===== src/rtl/pong_pkg.sv =====
// Shared quadrature encoder definitions: phase encoding, direction constants
// and the one-edge phase step used by the transmitter.
package pong_pkg;

  // Phase encodings are the literal {A,B} levels so the register bits can
  // drive the pins directly.
  typedef enum logic [1:0] {
    PH_00 = 2'b00,
    PH_10 = 2'b10,
    PH_11 = 2'b11,
    PH_01 = 2'b01
  } phase_e;

  localparam logic DIR_UP = 1'b1;
  localparam logic DIR_DN = 1'b0;

  // Up walks 00 -> 10 -> 11 -> 01 -> 00; down walks the same ring backwards.
  function automatic phase_e phase_step(input phase_e ph, input logic dir);
    phase_e nxt;
    nxt = PH_00;
    case (ph)
      PH_00:   if (dir == DIR_UP) nxt = PH_10; else nxt = PH_01;
      PH_10:   if (dir == DIR_UP) nxt = PH_11; else nxt = PH_00;
      PH_11:   if (dir == DIR_UP) nxt = PH_01; else nxt = PH_10;
      default: if (dir == DIR_UP) nxt = PH_00; else nxt = PH_11;
    endcase
    return nxt;
  endfunction

endpackage


===== src/rtl/step_rate_timer.sv =====
// Step-rate tick counter: counts enabled cycles and fires once the count
// reaches max(period,1)-1. The period is re-evaluated every cycle, so a
// shortened period fires immediately if the count is already past it.
module step_rate_timer #(
  parameter int TICKS_W = 16
) (
  input  logic               clk,
  input  logic               reset,
  input  logic               run,
  input  logic               clear,
  input  logic [TICKS_W-1:0] period,
  output logic               fire
);

  logic [TICKS_W-1:0] count;
  logic [TICKS_W-1:0] last;

  // Terminal count; a zero period behaves like one.
  always_comb begin
    last = '0;
    if (period != '0) last = period - TICKS_W'(1);
  end

  assign fire = run && (count >= last);

  // Count while running, restart on fire or on an external clear.
  always_ff @(posedge clk) begin
    if (reset || clear) count <= '0;
    else if (fire)      count <= '0;
    else if (run)       count <= count + TICKS_W'(1);
  end

endmodule


===== src/rtl/quad_encoder_tx.sv =====
// Quadrature encoder transmitter: accepts +1/-1 step requests into a signed
// pending count and drains it as A/B quadrature edges at a programmable rate,
// tracking a signed 16-bit position.
// Optional: define QUAD_INDEX_EN to build the once-per-revolution index
// counter (CPR counts); without it index is tied low.
module quad_encoder_tx
  import pong_pkg::*;
#(
  parameter int TICKS_W = 16,
  parameter int PEND_W  = 8,
  parameter int CPR     = 96
) (
  input  logic                clk,
  input  logic                reset,
  input  logic                enable,
  input  logic                step_valid,
  input  logic                step_dir,
  output logic                step_ready,
  input  logic [TICKS_W-1:0]  ticks_per_step,
  output logic                quadA,
  output logic                quadB,
  output logic                busy,
  output logic signed [15:0]  position,
  output logic                index
);

  localparam int                     PEND_MAX_I = (1 << (PEND_W - 1)) - 1;
  localparam logic signed [PEND_W-1:0] PEND_MAX = PEND_W'(PEND_MAX_I);
  localparam logic signed [PEND_W-1:0] PEND_MIN = PEND_W'(-PEND_MAX_I);

  logic signed [PEND_W-1:0] pending;
  logic signed [PEND_W-1:0] pending_nxt;
  logic signed [PEND_W-1:0] acc_delta;
  logic signed [PEND_W-1:0] emit_delta;
  phase_e                   phase;
  logic                     accept;
  logic                     fire;
  logic                     run;
  logic                     clear;
  logic                     emit_up;

  // A request is refused only if it would push pending past the symmetric limit.
  function automatic logic req_fits(input logic signed [PEND_W-1:0] pend, input logic dir);
    if (dir == DIR_UP) return pend != PEND_MAX;
    else               return pend != PEND_MIN;
  endfunction

  assign step_ready = !reset && req_fits(pending, step_dir);
  assign accept     = step_valid && step_ready;
  assign busy       = (pending != '0);
  assign run        = enable && busy;
  assign emit_up    = !pending[PEND_W-1];
  assign clear      = (pending_nxt == '0);
  assign quadA      = phase[1];
  assign quadB      = phase[0];

  step_rate_timer #(
    .TICKS_W (TICKS_W)
  ) u_timer (
    .clk    (clk),
    .reset  (reset),
    .run    (run),
    .clear  (clear),
    .period (ticks_per_step),
    .fire   (fire)
  );

  // Net pending update: accepted request plus one count drained per edge.
  always_comb begin
    acc_delta  = '0;
    emit_delta = '0;
    if (accept) acc_delta  = (step_dir == DIR_UP) ? PEND_W'(1) : '1;
    if (fire)   emit_delta = emit_up ? PEND_W'(1) : '1;
    pending_nxt = pending + acc_delta - emit_delta;
  end

  // Pending, phase and position state; edges follow the sign of pending.
  always_ff @(posedge clk) begin
    if (reset) begin
      pending  <= '0;
      phase    <= PH_00;
      position <= '0;
    end else begin
      pending <= pending_nxt;
      if (fire) begin
        phase    <= phase_step(phase, emit_up);
        position <= position + (emit_up ? 16'sd1 : -16'sd1);
      end
    end
  end

`ifdef QUAD_INDEX_EN
  localparam int IDX_W = (CPR > 1) ? $clog2(CPR) : 1;

  logic [IDX_W-1:0] idx_cnt;
  logic [IDX_W-1:0] idx_nxt;
  logic             index_q;

  // Index position within one revolution, wrapping in both directions.
  always_comb begin
    idx_nxt = idx_cnt;
    if (fire) begin
      if (emit_up) idx_nxt = (idx_cnt == IDX_W'(CPR - 1)) ? '0 : idx_cnt + IDX_W'(1);
      else         idx_nxt = (idx_cnt == '0) ? IDX_W'(CPR - 1) : idx_cnt - IDX_W'(1);
    end
  end

  // One-cycle marker after any edge that lands the revolution count on zero.
  always_ff @(posedge clk) begin
    if (reset) begin
      idx_cnt <= '0;
      index_q <= 1'b0;
    end else begin
      idx_cnt <= idx_nxt;
      index_q <= fire && (idx_nxt == '0);
    end
  end

  assign index = index_q;
`else
  assign index = 1'b0;
`endif

endmodule


===== config.mk =====
export PLATFORM = sky130hd
export DESIGN_NAME = quad_encoder_tx
export DESIGN_NICKNAME = d
export VERILOG_FILES = /design/src/rtl/pong_pkg.sv /design/src/rtl/step_rate_timer.sv /design/src/rtl/quad_encoder_tx.sv
export SDC_FILE = /design/constraint.sdc
export NUM_CORES = 1
export LEC_CHECK = 0
export CORE_MARGIN = 2
export CORE_UTILIZATION = 45
export DETAILED_ROUTE_END_ITERATION = 8
export GPL_TIMING_DRIVEN = 0
export PLACE_DENSITY = 0.73
export SYNTH_ARGS = -nofsm -noshare
export SYNTH_HDL_FRONTEND = slang
export SYNTH_SLANG_ARGS = --single-unit

===== constraint.sdc =====
create_clock -name clk -period 9.5 [get_ports clk]
set_clock_uncertainty 0.05 [all_clocks]
set_input_delay 1.425 -clock clk [delete_from_list [all_inputs] [get_ports clk]]
set_output_delay 1.425 -clock clk [all_outputs]
set_load 0.1 [all_outputs]

==> run_results.csv <==
group,metric,value,unit
status,result_of_the_run,"complete, no violations",
critical_path,timing.critical_path.from_type,"input port",
global_routing,antenna_found_initial,0,
sta,min_period_over_period,93.4,%
clock_network,clock_tree.root_cell,"sky130_fd_sc_hd__clkbuf_8",
place,placed_cells,568,
clock_network,cts-buffers-inserted,5,
sta,report.final.hold_viol_count,0,
routing,initialDrtViolationCount,166,
logic_synthesis,synthesized_nets,496,
final_layout,layout.cell_area.non_filler,4190,um^2
sta,final_period_minus_worst_setup_slack,8870,ps
clock_network,cts.htree.levels,2,
logic_synthesis,synth_compound_area_share,12.3,%
place,gp_routability_congestion,0.898,
sta,worst_slew_pin_slew,979,ps
critical_path,critical_path_class,"input port to flop",
die,fp.dieArea,8540,um^2
final_layout,antenna_diode_count,0,
critical_path,cpLargestDelayFamily,"simple AND/OR/NAND/NOR gates",
critical_path,critPathRequiredTime,9640,ps
routing,detailroute.via_count,3072,
critical_path,worst-path-max-fanout,10,
critical_path,worst_path_max_delay_cell,"sky130_fd_sc_hd__a31oi_2",
final_layout,final_net_count,543,
die,die_height,92.4,um
routing,drc,0,
clock_network,clock_path_buffers,2,
global_routing,maximum_number_of_pins_on_one_net_before_global_route_repair,16,
power_and_ir_drop,power.static_leakage,1.75,nW
routing,first_pass_iters,4,
global_routing,grt_remaining_overflow,0,
die,fp.dieW,92.4,um
power_and_ir_drop,areal_power_density_over_the_cells,174,nW/um^2
die,top_level_ports,42,
logic_synthesis,synthXorXnorAreaFrac,13.3,%
sta,slew_violations,0,
logic_synthesis,syn_avg_cell_area,8.26,um^2
final_layout,finalNonFillerCells,576,
logic_synthesis,synth_top_family_by_area,"simple AND/OR/NAND/NOR gates",
sta,timing.max_slew.rel_slack,34.5,%
die,placeableCoreArea,7650,um^2
flow_run,cap_viol_max_count,0,
routing,antenna_violating_nets_post_route,0,
critical_path,worst_setup_path_end_kind,"flop",
logic_synthesis,postSynthRegisterBits,42,
final_layout,layout.cells.most_common_list,"sky130_fd_sc_hd__nor2_1 (62), sky130_fd_sc_hd__dfxtp_1 (42), sky130_fd_sc_hd__ha_1 (41)",
place,place.port_buffers,40,
logic_synthesis,synth-edff-count,0,
logic_synthesis,syn_std_cell_area,3520,um^2
global_routing,grt.total_usage,18.2,%
logic_synthesis,synth.lib_cells_used.distinct,53,
global_routing,global_route_wire_length_before_repair,12900,um
clock_network,clk_pin_slew,90,ps
routing,drt-wirelength-per-cell,13.3,um
logic_synthesis,simple_gate_portion_of_the_synthesized_area,23.9,%
logic_synthesis,synthesis.yosys.warnings,0,
power_and_ir_drop,power.ir.vdd_worst,0.0822,mV
logic_synthesis,yosys-mux-area-fraction,3.41,%
sta,rsz_0062_raised_after_global_routing,"false",
routing,postRouteWirelength,7670,um
place,dp_hpwl,5930,um
logic_synthesis,synthFlopType,"sky130_fd_sc_hd__dfxtp_1",
clock_network,clkSinkCount,42,
logic_synthesis,synth-async-reset-ratio,0,%
logic_synthesis,synth_fa_ha_area_share,19.1,%
final_layout,flow.area_growth_from_synthesis,19.1,%
worst_hold_path,hp_class,"flop to flop",
clock_network,clk-insertion-delay-late,300,ps
logic_synthesis,syn-instance-count,426,
die,std_cell_rows,32,
critical_path,crit_path_max_incr_delay,570,ps
power_and_ir_drop,fin_total_pwr,0.729,mW
sta,setup-tns-final,0,ps
place,detailed_place.area,4050,um^2
routing,post_drt_via_cell_ratio,5.33,
clock_network,cts_hold_buffers,0,
critical_path,crit_arrival,9020,ps
clock_network,post_cts_buffers,0,
final_layout,layout_commonest_cell,"sky130_fd_sc_hd__nor2_1",
clock_network,tritoncts,"built",
global_routing,grt_pass1_vias,2937,
logic_synthesis,ys_seq_area_share,23.9,%
final_layout,drive_above_1_share,4.64,%
die,floorplan.initialDensity,46.0,%
sta,setup_viol,0,
critical_path,cp.buffers_inverters,5,
sta,max_frequency,113,MHz
clock_network,number_of_cells_upsized_or_downsized_after_cts,0,
## layout make-up
cell class | instances | area, um^2
tap | 102 | 128
clock inverter | 3 | 68.8
timing repair buffer | 40 | 400
sequential | 42 | 841
fill | 708 | 3460
buffer | 11 | 48.8
clock buffer | 5 | 68.8
inverter | 24 | 90.1
multi-input combinational | 349 | 2540
## cells by family (layout without fill, tap and decap cells)
| logic type | after synthesis | count (layout) |
|---|---|---|
| XOR/XNOR | 52 | 52 |
| other | 1 | 1 |
| buffers and inverters | 35 | 83 |
| AO/OA/AOI/OAI | 67 | 67 |
| adder cells (fa/ha/maj) | 49 | 49 |
| flip-flops | 42 | 42 |
| AND/OR/NAND/NOR | 168 | 168 |
| multiplexers | 12 | 12 |
## synth_stat cells (all sizes together) (4+ instances only)
library cell  count  area (um^2)
mux2i            12          120
clkbuf            7         26.3
nor2b             5         31.3
and3              6         37.5
xnor2            25          219
inv              24         90.1
fa                8          160
nor3              9         45.0
o21ai            10         53.8
nand2            36          135
buf               4         22.5
nor4              5         37.5
nand4            10         62.6
nand3            12         60.1
a21boi            4         30.0
xor2             26          228
nor2             62          233
a21oi            23          115
a211oi            7         52.6
dfxtp            42          841
nand2b            5         31.3
o211ai            4         30.0
ha               41          513
## per-stage QoR
stage	hold slack, ps	util (%)	setup slack [ps]
after global routing	515	54.8	81.8
after floorplan	416	-	1690
after detailed placement	476	52.9	67.6
after CTS	493	54.7	361
after global placement	443	52.9	134
final	492	54.8	626
## per-layer routing
metal	GRT usage, %	vias to the layer above	wire [um]
met5	0	-	0
met4	5.22	0	100
met3	2.52	11	261
met2	31.7	59	3590
met1	23.5	1419	3720
li1	-	1583	-
## tightest hold or removal path, cell delays in order (launching register included)
cell                      delay, ps
sky130_fd_sc_hd__dfxtp_1        360
sky130_fd_sc_hd__nand2_1         80
sky130_fd_sc_hd__a21oi_1         60
## sequential cells by signal, indices dropped and copies added, names as in the netlist
signal         flops
pending            8
phase              2
position          16
u_timer.count     16
## power by group
| part | total [mW] | internal (mW) | switching (mW) |
|---|---|---|---|
| sequential | 0.212 | 0.191 | 0.0209 |
| clock | 0.174 | 0.105 | 0.0688 |
| combinational | 0.343 | 0.146 | 0.197 |
## path summary, 6_finish.rpt
| path | from | to | slack, ps | cells past startpoint |
|---|---|---|---|---|
| setup / recovery | ticks_per_step[3] | u_timer.count[0] | 630 | 27 |
| hold / removal | u_timer.count[1] | u_timer.count[1] | 490 | 2 |
| hold reg to reg | u_timer.count[1] | u_timer.count[1] | 490 | 2 |
| setup reg to reg | pending[7] | u_timer.count[0] | 3760 | 19 |
No activity file was read; power rests on OpenSTA's default activity.
